--- src/rtl/calib_pattern_sequencer.sv ---
// Structured-light sequencer: paints each LED red/green by one code bit per pass (MSB first)
// and steps the calibration FSM through one capture per pass.
`timescale 1ns/1ps

// state        | meaning
// IDLE         | waiting for a start edge, colours black
// SET_PATTERN  | latch pass number into the displayed pattern
// FLUSH1       | first strand_done; strand may still hold the old pattern
// FLUSH2       | second strand_done; strand now fully shows the pattern
// ARM          | one-cycle increment_id pulse
// HOLD_VALID   | displayed_frame_valid high until cal FSM reaches WAIT_FOR_CAM
// WAIT_CAPTURE | waiting for CAPTURE_FRAME
// WAIT_RETURN  | waiting for cal FSM to return to IDLE
// NEXT         | advance pass or finish
// DONE         | sequence complete, colours black
module calib_pattern_sequencer #(
   parameter int NUM_LEDS          = 50,
   parameter int LED_ADDRESS_WIDTH = 10,
   parameter int ID_OFFSET         = 1,
   parameter int INDEX_WIDTH       = $clog2(NUM_LEDS),
   localparam int BIT_W            = (LED_ADDRESS_WIDTH > 1) ? $clog2(LED_ADDRESS_WIDTH) : 1
) (
   input  logic                   clk_pixel,
   input  logic                   rst,
   input  logic                   start_in,
   input  logic                   abort_in,
   input  logic [2:0]             cal_state_in,
   input  logic                   led_request_in,
   input  logic [INDEX_WIDTH-1:0] led_index_in,
   input  logic                   strand_done_in,
   output logic [7:0]             red_out,
   output logic [7:0]             green_out,
   output logic [7:0]             blue_out,
   output logic                   color_valid_out,
   output logic                   increment_id_out,
   output logic                   should_overwrite_out,
   output logic                   displayed_frame_valid_out,
   output logic [BIT_W-1:0]       bit_idx_out,
   output logic                   busy_out,
   output logic                   done_out
);

   typedef enum logic [3:0] {
      S_IDLE, S_SET_PATTERN, S_FLUSH1, S_FLUSH2, S_ARM,
      S_HOLD_VALID, S_WAIT_CAPTURE, S_WAIT_RETURN, S_NEXT, S_DONE
   } state_t;

   localparam logic [2:0] CAL_IDLE    = 3'd0;
   localparam logic [2:0] CAL_WAITCAM = 3'd2;
   localparam logic [2:0] CAL_CAPTURE = 3'd4;
   localparam int CODE_W = LED_ADDRESS_WIDTH + 1;
   localparam logic [BIT_W-1:0] LAST_PASS = BIT_W'(LED_ADDRESS_WIDTH - 1);

   if (NUM_LEDS - 1 + ID_OFFSET >= (1 << LED_ADDRESS_WIDTH)) begin : g_code_overflow
      $error("calib_pattern_sequencer: LED codes do not fit in LED_ADDRESS_WIDTH bits");
   end

   state_t           state_q, state_d;
   logic [BIT_W-1:0] pass_q, pass_d;
   logic [BIT_W-1:0] pattern_q, pattern_d;
   logic             grace_q, grace_d;
   logic             start_prev_q;
   logic             start_rise;
   logic             done_d;
   logic             busy_d;

   logic [CODE_W-1:0] code;
   logic [CODE_W-1:0] bit_mask;
   logic              code_bit;
   logic              in_range;
   logic              black;

   always_comb begin
      state_d    = state_q;
      pass_d     = pass_q;
      pattern_d  = pattern_q;
      grace_d    = grace_q;
      done_d     = 1'b0;
      busy_d     = 1'b0;
      start_rise = start_in & ~start_prev_q;

      if (abort_in) begin
         state_d = S_IDLE;
         pass_d  = '0;
         grace_d = 1'b0;
      end else begin
         case (state_q)
            S_IDLE, S_DONE: begin
               if (start_rise) begin
                  state_d = S_SET_PATTERN;
                  pass_d  = '0;
               end
            end
            S_SET_PATTERN: begin
               pattern_d = pass_q;
               state_d   = S_FLUSH1;
            end
            S_FLUSH1: if (strand_done_in) state_d = S_FLUSH2;
            S_FLUSH2: if (strand_done_in) state_d = S_ARM;
            S_ARM: begin
               grace_d = 1'b1;
               state_d = S_HOLD_VALID;
            end
            // The cal FSM is still IDLE the cycle after the pulse, so that cycle is not judged.
            S_HOLD_VALID: begin
               if (grace_q) begin
                  grace_d = 1'b0;
               end else if (cal_state_in == CAL_IDLE) begin
                  state_d = S_SET_PATTERN;
               end else if (cal_state_in == CAL_WAITCAM) begin
                  state_d = S_WAIT_CAPTURE;
               end
            end
            S_WAIT_CAPTURE: begin
               if (cal_state_in == CAL_IDLE) begin
                  state_d = S_SET_PATTERN;
               end else if (cal_state_in == CAL_CAPTURE) begin
                  state_d = S_WAIT_RETURN;
               end
            end
            S_WAIT_RETURN: if (cal_state_in == CAL_IDLE) state_d = S_NEXT;
            S_NEXT: begin
               if (pass_q == LAST_PASS) begin
                  done_d  = 1'b1;
                  state_d = S_DONE;
               end else begin
                  pass_d  = pass_q + 1'b1;
                  state_d = S_SET_PATTERN;
               end
            end
            default: state_d = S_IDLE;
         endcase
      end

      busy_d = (state_d != S_IDLE) && (state_d != S_DONE);
   end

   // MSB first: pass p shows code bit (LED_ADDRESS_WIDTH-1-p).
   always_comb begin
      code     = CODE_W'(led_index_in) + CODE_W'(ID_OFFSET);
      bit_mask = CODE_W'(1) << (LAST_PASS - pattern_q);
      code_bit = |(code & bit_mask);
      in_range = {1'b0, led_index_in} < (INDEX_WIDTH + 1)'(NUM_LEDS);
      black    = abort_in || !in_range || (state_q == S_IDLE) || (state_q == S_DONE);
   end

   assign blue_out = 8'd0;

   always_ff @(posedge clk_pixel) begin
      if (rst) begin
         state_q                   <= S_IDLE;
         pass_q                    <= '0;
         pattern_q                 <= '0;
         grace_q                   <= 1'b0;
         start_prev_q              <= 1'b0;
         increment_id_out          <= 1'b0;
         displayed_frame_valid_out <= 1'b0;
         should_overwrite_out      <= 1'b0;
         busy_out                  <= 1'b0;
         done_out                  <= 1'b0;
         bit_idx_out               <= '0;
         color_valid_out           <= 1'b0;
         red_out                   <= 8'd0;
         green_out                 <= 8'd0;
      end else begin
         state_q                   <= state_d;
         pass_q                    <= pass_d;
         pattern_q                 <= pattern_d;
         grace_q                   <= grace_d;
         start_prev_q              <= start_in;
         increment_id_out          <= (state_d == S_ARM);
         displayed_frame_valid_out <= (state_d == S_HOLD_VALID);
         should_overwrite_out      <= busy_d && (pass_d == '0);
         busy_out                  <= busy_d;
         done_out                  <= done_d;
         bit_idx_out               <= pass_d;
         color_valid_out           <= led_request_in;
         if (led_request_in && !black) begin
            red_out   <= code_bit ? 8'd0 : 8'd255;
            green_out <= code_bit ? 8'd255 : 8'd0;
         end else begin
            red_out   <= 8'd0;
            green_out <= 8'd0;
         end
      end
   end

endmodule
--- config.mk ---
export PLATFORM = sky130hd
export DESIGN_NAME = calib_pattern_sequencer
export DESIGN_NICKNAME = d
export VERILOG_FILES = /design/src/rtl/calib_pattern_sequencer.sv
export SDC_FILE = /design/constraint.sdc
export NUM_CORES = 1
export LEC_CHECK = 0
export BUFFER_PORTS_ARGS = -buffer_cell sky130_fd_sc_hd__buf_4
export CORE_MARGIN = 2
export CORE_UTILIZATION = 45
export DETAILED_ROUTE_END_ITERATION = 10
export PLACE_DENSITY = 0.81
export SLEW_MARGIN = 20
export SYNTH_ARGS = -nofsm -noshare
export SYNTH_HDL_FRONTEND = slang
export SYNTH_SLANG_ARGS = --single-unit
--- constraint.sdc ---
create_clock -name clk_pixel -period 1.85 [get_ports clk_pixel]
set_input_delay 0.37 -clock clk_pixel [delete_from_list [all_inputs] [get_ports clk_pixel]]
set_output_delay 0.37 -clock clk_pixel [all_outputs]
set_load 0.03 [all_outputs]
== Word level (Yosys, flattened, before mapping) ==
Cells that the tools add are included.
W data, S select, Z words.
Word-level totals
  bits in registers: 36
  input port bits: 15
  output and inout bits: 34
  word-level logic and storage cells: 78
Operators by class
  add/sub/neg operators: 3
  order comparisons: 1
  equality and inequality tests: 15
  shift operators: 1
  multiplexer cells: 20
  bitwise gates (word level): 6
  reductions and logical operators: 19
Operators by type and width (count)
  $mux W4: 14
  $pmux W4 S9: 1
  $eq A4 B3 Y1 const B: 6
  $mux W8: 2
  $eq A4 B4 Y1 const B: 3
  $and A7 B11 Y11: 1
  $reduce_or A11 Y1: 1
  $shl A1 B4 Y11 const A: 1
  $eq A4 B2 Y1 const B: 2
  $logic_not A4 Y1: 2
  $pmux W4 S2: 1
  $add A6 B1 Y7 const B: 1
  $lt A6 B6 Y1 const B: 1
  $reduce_or A2 Y1: 3
  $add A4 B1 Y4 const B: 1
  $eq A4 B1 Y1 const B: 1
  $ne A4 B4 Y1 const B: 1
  $not A1 Y1: 4
  $reduce_bool A4 Y1: 1
  $sub A4 B4 Y4 const A: 1
  $eq A3 B2 Y1 const B: 1
  $eq A3 B3 Y1 const B: 1
  $logic_and A1 B1 Y1: 3
  $logic_not A3 Y1: 1
  8 further kinds: 11

== Depth between registers and ports, before layout ==
Gate-level depths: netlist of the first run.
  depth after elaboration: 9
  depth in mapped cells: 8
  mapped depth without buffers: 8

== Worst setup path after synthesis of the first run ==
OpenSTA, ideal clock, no wires.
  path type: reg2reg
  from: register pass_q[0]
  to: register busy_out
  setup time: 0.120 ns
  arrival: 1.708 ns
  data required time: 1.730 ns
  setup slack: 0.022 ns
  stages on the path, launching flop included: 8
  buffers on the path: 0
  path through: dfxtp_1 -> ha_1 -> nand3b_1 -> or2_4 -> o311a_4 -> xnor2_1 -> a21oi_1 -> or2_1
On the way
  word-level cells in the longest chain between the ends: 6
  elaborated cells on any way between the ends: 7
RTL lines
  from (decl): RTL line 59  | logic [BIT_W-1:0] pass_q, pass_d;
  from (signal assigned): RTL line 167  | pass_q <= pass_d;
  $eq A4 B4 Y1 (*): RTL line 123  | if (pass_q == LAST_PASS) begin
  $mux W4 (*): RTL line 123
  $pmux W4 S9 (*): RTL line 87  | case (state_q)
  $mux W4 (*): RTL line 82  | if (abort_in) begin
  $ne A4 B4 Y1 / $reduce_bool A4 Y1 (equally long branches): RTL line 135  | busy_d = (state_d != S_IDLE) && (state_d != S_DONE);
  $logic_and A1 B1 Y1 (*): RTL line 135
  to (signal assigned): RTL line 174  | busy_out <= busy_d;
  to (decl): RTL line 39  | output logic busy_out,
Mark *: on every way between the ends. The rest lies on a longest branch, timed or not.
A chain may end at the register's enable or synchronous reset.

== Worst setup path in the final report of the first run ==
  from: register state_q[2]
  to: register busy_out
On the way
  word-level cells in the longest chain between the ends: 7
  elaborated cells on any way between the ends: 25
RTL lines
  from (decl): RTL line 58  | state_t state_q, state_d;
  from (signal assigned): RTL line 166  | state_q <= state_d;
  $mux W4: RTL line 110  | end else if (cal_state_in == CAL_WAITCAM) begin
  $mux W4: RTL line 108  | end else if (cal_state_in == CAL_IDLE) begin
  $mux W4: RTL line 106  | if (grace_q) begin
  $pmux W4 S9 (*): RTL line 87
  $mux W4 (*): RTL line 82
  $ne A4 B4 Y1 / $reduce_bool A4 Y1 (equally long branches): RTL line 135
  $logic_and A1 B1 Y1 (*): RTL line 135
Marked as above.

==> results.md, run 1 <==
- Status: complete, but fails checks
- Failing checks: setup timing
- FP Rows: 20
- Top post-synthesis cells by count: buf_4, nor2_1, dfxtp_1
- Antenna Nets Post-Route: 0
- Area of the multi-input gates: a little over 900 um^2
- Design Power: 0.855 mW
- Clock latency on the worst-skew pair: a little under 300 ps
- Nets: roughly 230
- Worst reg2reg path endpoint: busy_out
- Cell taking the most area after synthesis: dfxtp_1
- Hold Crit Depth: 2
- Tcrit/Tclk final: 1.01
- Critical Path AT: 2060 ps
- N_diodes: 0
- Hold Path End: start_prev_q
- VDD IR-drop max: 0.307 mV
- NetSw: 0.228 mW
- Max FO, Critical Path: 4
- Die area: roughly 3700 um^2
- Worst setup margin: -15.4 ps
- Slew margin rel.: 0.584
- Yosys top cell area share: 0.304
- Reg2reg path depth: 6
- Util after Layout: 0.618
- Comb power frac: 0.194
- Worst-path clk slew: 110 ps
- Initial antenna violation count: 0
- Die W: 60.8 um
- Core area: ~3000 um^2
- Post-DR vias/cell: 5.07
- Pint: 0.628 mW
- Clock Power Share: 0.241
- Clock skew: just under 0.7 ps
- Layout Area Growth over Synthesis: 30.0%
- Synthesis-stage register bit count: 22
- All-layer global routing usage: 0.185
- Tmin final: 1870 ps
- Pin count of the biggest net entering global routing: 13
- Max Clk Rate: 536 MHz
- R2R setup slack: -20 ps
- Htree depth: 1
- Gr ovfl total: 0
- Leak: 0.813 nW
- Crit path capture type: flop
- Seq pwr share: 0.565
- Vias in the first global route: 1146
- Tightest Hold Check Type: input pin to flop
- Synth Flop Type: dfxtp_1
- Fin. Hold Viols: 0
- Sw Share: 0.266
- Synthesized instance count: 170
- Max-Cap Viols: 0
- Met1 usage in global routing: 0.254
- Synth area leaders: dfxtp_1, buf_4, nor2_1
- CP required: between 2000 and 2500 ps
- Avg Cell Area, Syn: 8.53 um^2
- DRC viols: 0
- Num CTS Buffers: 3
- CP startpoint kind: flop
- Ports: 49
- GRT met3 Usage: 0.0149
- RSZ-0062 raised after global routing: yes
- Seq/Total Area, Yosys: 0.304
- Post-synthesis cell type count: 53
- Global-route wire length before repair: 5180 um
- Final-report setup violation count: 2
- Met2 Use GR: 0.309
- Placer Congestion: around 0.87
- Longest Clk Path Bufs: 2
- Root buffer cell: clkbuf_4
- PD cells: around 450 nW/um^2
- Hold Crit Start: rst
- Final HPWL DP: 2370 um
- Avg WL per Cell: 13.1 um
- Register Area: 443 um^2
- Max-slew violations: 0
- Hold Buf Count CTS: 0
- Dpl ws: -26.2 ps
- WHS: 292 ps
- Layout cell share with drive strength beyond 1: 0.389
- Synth async-reset ratio: 0
- DIE HEIGHT: 60.8 um
- CTS tree: done
- Routed vias: ~1300
- Number of synthesized flops with an enable pin: 0
- Clk sink count: 22
- 1st-iter DRT viols: 59
- Port bufs: 40
- Setup CP Type: flop to flop
- Initial core utilization: 0.475
- Reg2reg start: state_q[2]
- Initial DRT Pass Iterations: 4
- Filler Cells Inserted: 271
- Syn Std Cell Area: between 1000 and 1500 um^2
- Post-Route WL: 3310 um
- TNS Setup: -16.8 ps
- Slew @ Worst Pin: between 600 and 700 ps
- Warnings, synthesis: 0
- Global route hottest layer: met2
## power by group through the flow
stage	clock network [mW]	logic, mW	registers, mW
global route	0.234	0.181	0.484
CTS	0.211	0.151	0.483
floorplan	0	0.0931	0.500
finish	0.206	0.166	0.483
global placement	0	0.145	0.493
detailed placement	0	0.146	0.494
## registers in the layout, indices dropped and copies added (netlist names)
name / flops
should_overwrite_out: 1
pass_q: 4
green_out: 1
red_out: 1
increment_id_out: 1
busy_out: 1
grace_q: 1
start_prev_q: 1
done_out: 1
pattern_q: 4
displayed_frame_valid_out: 1
color_valid_out: 1
state_q: 4
## worst max path at each step
stage / startpoint / end / slack [ps] / depth (start not counted)
after global placement: state_q[1] / should_overwrite_out / 7 / 6
after detailed placement: cal_state_in[2] / busy_out / -30 / 7
after global routing: state_q[2] / busy_out / -80 / 6
after floorplan: pass_q[0] / busy_out / 20 / 7
after CTS: state_q[3] / busy_out / 3 / 7
final: state_q[2] / busy_out / -20 / 6
## cell type report
type,count,area share
repair buffers,56,0.229
flip-flops and latches,22,0.235
well taps,44,0.0292
multi-input cells,121,0.483
clock buffers,3,0.0119
inverters,6,0.0119
## cells by family (layout without fill, tap and decap cells)
family | count (synthesis) | in the layout | synth area share
simple gates | 67 | 67 | 0.278
other cells | 1 | 8 | 0.00259
compound gates | 31 | 31 | 0.156
xor+xnor | 7 | 7 | 0.0423
buf+inv | 34 | 65 | 0.154
mux | 3 | 3 | 0.0207
fa+ha+maj | 5 | 5 | 0.0423
flops | 22 | 22 | 0.304
## worst max-delay path, stage by stage, from the launching register on
cell and delay [ps]:
dfxtp_2 340, or4b_4 540, or2_4 280, o311a_4 150, xnor2_2 170, a21oi_2 80, or2_1 210
## cell usage in the layout, fill, tap and decap left out, types with 2 or more instances in the layout
cell type | Yosys | routed
ha_1 | 4 | 4
a21oi_2 | 0 | 2
xor2_1 | 2 | 2
nor3b_1 | 4 | 4
dfxtp_1 | 22 | 20
nor2_1 | 23 | 23
inv_1 | 5 | 5
conb_1 | 1 | 8
nor2b_1 | 2 | 2
buf_6 | 1 | 3
xnor2_1 | 5 | 4
nand3_1 | 4 | 4
a21oi_1 | 9 | 7
a31oi_1 | 3 | 3
nand2_1 | 9 | 9
clkbuf_4 | 0 | 3
o21ai_1 | 2 | 2
or2_1 | 2 | 2
o21ai_0 | 2 | 2
nor3_1 | 2 | 2
and3_1 | 2 | 2
buf_4 | 23 | 53
nand2b_1 | 3 | 3
dfxtp_2 | 0 | 2
mux2i_1 | 3 | 3
nor4b_4 | 0 | 3
## through the flow
step / cells / cell area, um^2
floorplan: 177 / 1480
global placement: 248 / 1740
detailed placement: 248 / 1740
CTS: 251 / 1800
global route: 252 / 1890
finish: 252 / 1890
## layer usage
layer  up-vias  routed length, um
met4         0                 50
met3         4                164
met1       586               1580
li1        647                  -
met2        41               1510
met5         -                  0
## repair_timing
| action | in CTS | in global routing |
|---|---|---|
| setup endpoints to repair | 2 | 3 |
| cloned | 0 | 0 |
| pin swaps | 2 | 2 |
| setup buffers | 0 | 1 |
| gates resized for setup | 5 | 14 |
Power figures use the tool's default switching activity.
==> inputs of run 2 (changes only) <==
--- a/config.mk
+++ b/config.mk
@@ -9,5 +9,7 @@
 export CORE_MARGIN = 2
-export CORE_UTILIZATION = 45
+export CORE_UTILIZATION = 47
+export CTS_BUF_LIST = sky130_fd_sc_hd__clkbuf_2 sky130_fd_sc_hd__clkbuf_4 sky130_fd_sc_hd__clkbuf_8
 export DETAILED_ROUTE_END_ITERATION = 10
-export PLACE_DENSITY = 0.81
+export PLACE_DENSITY = 0.83
+export REMOVE_ABC_BUFFERS = 1
 export SLEW_MARGIN = 20
--- a/constraint.sdc
+++ b/constraint.sdc
@@ -3,2 +3,2 @@
 set_output_delay 0.37 -clock clk_pixel [all_outputs]
-set_load 0.03 [all_outputs]
+set_load 0.1 [all_outputs]
==> run 2 against run 1 <==
  * The flow still finishes with violations (setup timing)
  * Register-to-register slack about the same
  * Global-route usage down 1.6 points
  * Clock skew up 3.4 ps
  * Design area down 2.2%
  * Routed wire length down 7.4%
  * Clock power about the same
  * Setup slack better by 5.3 ps
  * Sequential power about the same
  * Utilization down 0.35 points
  * Sequential share of layout area up 0.59 points
  * Total power up 8.2%
  * Largest power group unchanged
==> results.md, run 2 (same netlist as run 1, synthesis figures left out) <==
- Max-slew violations: 0
- Max-Cap Viols: 0
- Longest Clk Path Bufs: 2
- Reg2reg path depth: 7
- CP required: 2040 ps
- Routed vias: 1291
- Final HPWL DP: 2290 um
- Status: complete, but fails checks
- Hold Crit Start: rst
- Setup CP Type: flop to flop
- DIE HEIGHT: slightly below 60 um
- Critical Path AT: 2050 ps
- Slew @ Worst Pin: approximately 550 ps
- Port bufs: 40
- Initial DRT Pass Iterations: 4
- Commonest non-fill, non-tap cell in the layout: buf_4
- Max Clk Rate: 538 MHz
- Post-Route WL: 3060 um
- RSZ-0062 raised after global routing: yes
- Num CTS Buffers: 3
- Ports: 49
- All-layer global routing usage: 0.169
- Placer Congestion: between 0.8 and 0.9
- Die W: 59.5 um
- Htree depth: 1
- VDD IR-drop max: 0.291 mV
- Hold Buf Count CTS: 0
- Global-route wire length before repair: 4630 um
- Filler Cells Inserted: 269
- Layout cell share with drive strength beyond 1: 0.382
- CP startpoint kind: flop
- Crit path capture type: flop
- Dpl ws: -37.3 ps
- Slew margin rel.: 0.630
- Root buffer cell: clkbuf_4
- Hold Path End: start_prev_q
- N_diodes: 0
- Fin. Hold Viols: 0
- Avg WL per Cell: 12.8 um
- Reg2reg start: state_q[3]
- PD cells: 502 nW/um^2
- Gr ovfl total: 0
- Clock skew: 4.10 ps
- Worst reg2reg path endpoint: busy_out
- Util after Layout: 0.614
- Top Registers: pass_q x4, pattern_q x4, state_q x4
- Layout Area Growth over Synthesis: 27.2%
- Nets: ~230
- Max FO, Critical Path: 8
- Failing checks: setup timing
- Worst-path clk slew: 110 ps
- Initial core utilization: 0.483
- Clock latency on the worst-skew pair: roughly 290 ps
- Tightest Hold Check Type: input pin to flop
- R2R setup slack: -10 ps
- Initial antenna violation count: 0
- Core area: between 3000 and 4000 um^2
- CP Launch Point: state_q[3]
- Clk sink count: 22
- Antenna Nets Post-Route: 0
- Tmin final: approximately 1900 ps
- FP Rows: 20
- Final-report setup violation count: 1
- Leak: 0.806 nW
- CTS tree: done
- 1st-iter DRT viols: 54
- Most frequent cells in the layout: buf_4, nor2_1, dfxtp_1, nand2_1, conb_1
- Vias in the first global route: 1086
- Worst setup margin: -10.1 ps
- Post-DR vias/cell: 5.38
- Hold Crit Depth: 2
- Tcrit/Tclk final: 1.01
- DRC viols: 0
- Pin count of the biggest net entering global routing: 13
- Die area: 3550 um^2
[run 2: cell count changes in the layout (fill, tap and decap cells not counted), sizes merged]
cell and change:
buf -1
[run 2: through the flow]
step           TNS, ps  cells  hold slack (ps)  instance area, um^2  total power, mW
2_1_floorplan   -64820    149              442                 1270            0.652
3_3_place_gp         0    236              479                 1720            0.714
3_5_place_dp     -37.3    236              509                 1720            0.715
4_1_cts          -5.11    240              273                 1760            0.921
5_1_grt          -90.7    240              265                 1840            0.970
6_report         -10.1    240              287                 1840            0.926
[run 2: routing by layer]
layer  global-route usage  up-vias  share of wire
met4               0.0825        0         0.0088
met3               0.0240        2          0.068
met1                0.225      593           0.45
met2                0.267       52           0.47
li1                     -      644              -
met5                    0        -              0
[run 2: critical path: stages (launching register included)]
cell     delay [ps]
dfxtp_2         350
buf_6           130
or4bb_1         520
a21oi_2         190
nor4b_4          80
xnor2_2         180
a21oi_2          80
or2_1           220
[run 2: worst max path at each step]
stage / cells after the start / slack [ps] / end
after floorplan: 0 / -3940 / green_out[0]
after global placement: 6 / 10 / should_overwrite_out
after detailed placement: 7 / -40 / busy_out
after CTS: 7 / -5 / busy_out
after global routing: 7 / -70 / busy_out
final: 7 / -10 / busy_out
[run 2: cell type report]
cell class,instances,area [um^2],area share
multi-input cells,121,890,0.482
flip-flops and latches,22,444,0.241
repair buffers,55,424,0.230
well taps,33,41.3,0.0224
clock buffers,3,22.5,0.0122
inverters,6,22.5,0.0122
[run 2: what timing repair did]
action | CTS | global route
gates resized for setup | 2 | 15
pin swaps | 3 | 7
endpoints found under the hold margin | 0 | 0
endpoints found under the setup margin | 1 | 2
buffers inserted | 1 | 0
[run 2: where the power goes]
part | internal (mW) | switching [mW]
Clock | 0.0757 | 0.132
Sequential | 0.480 | 0.00350
Combinational | 0.0687 | 0.167
Total | 0.624 | 0.302
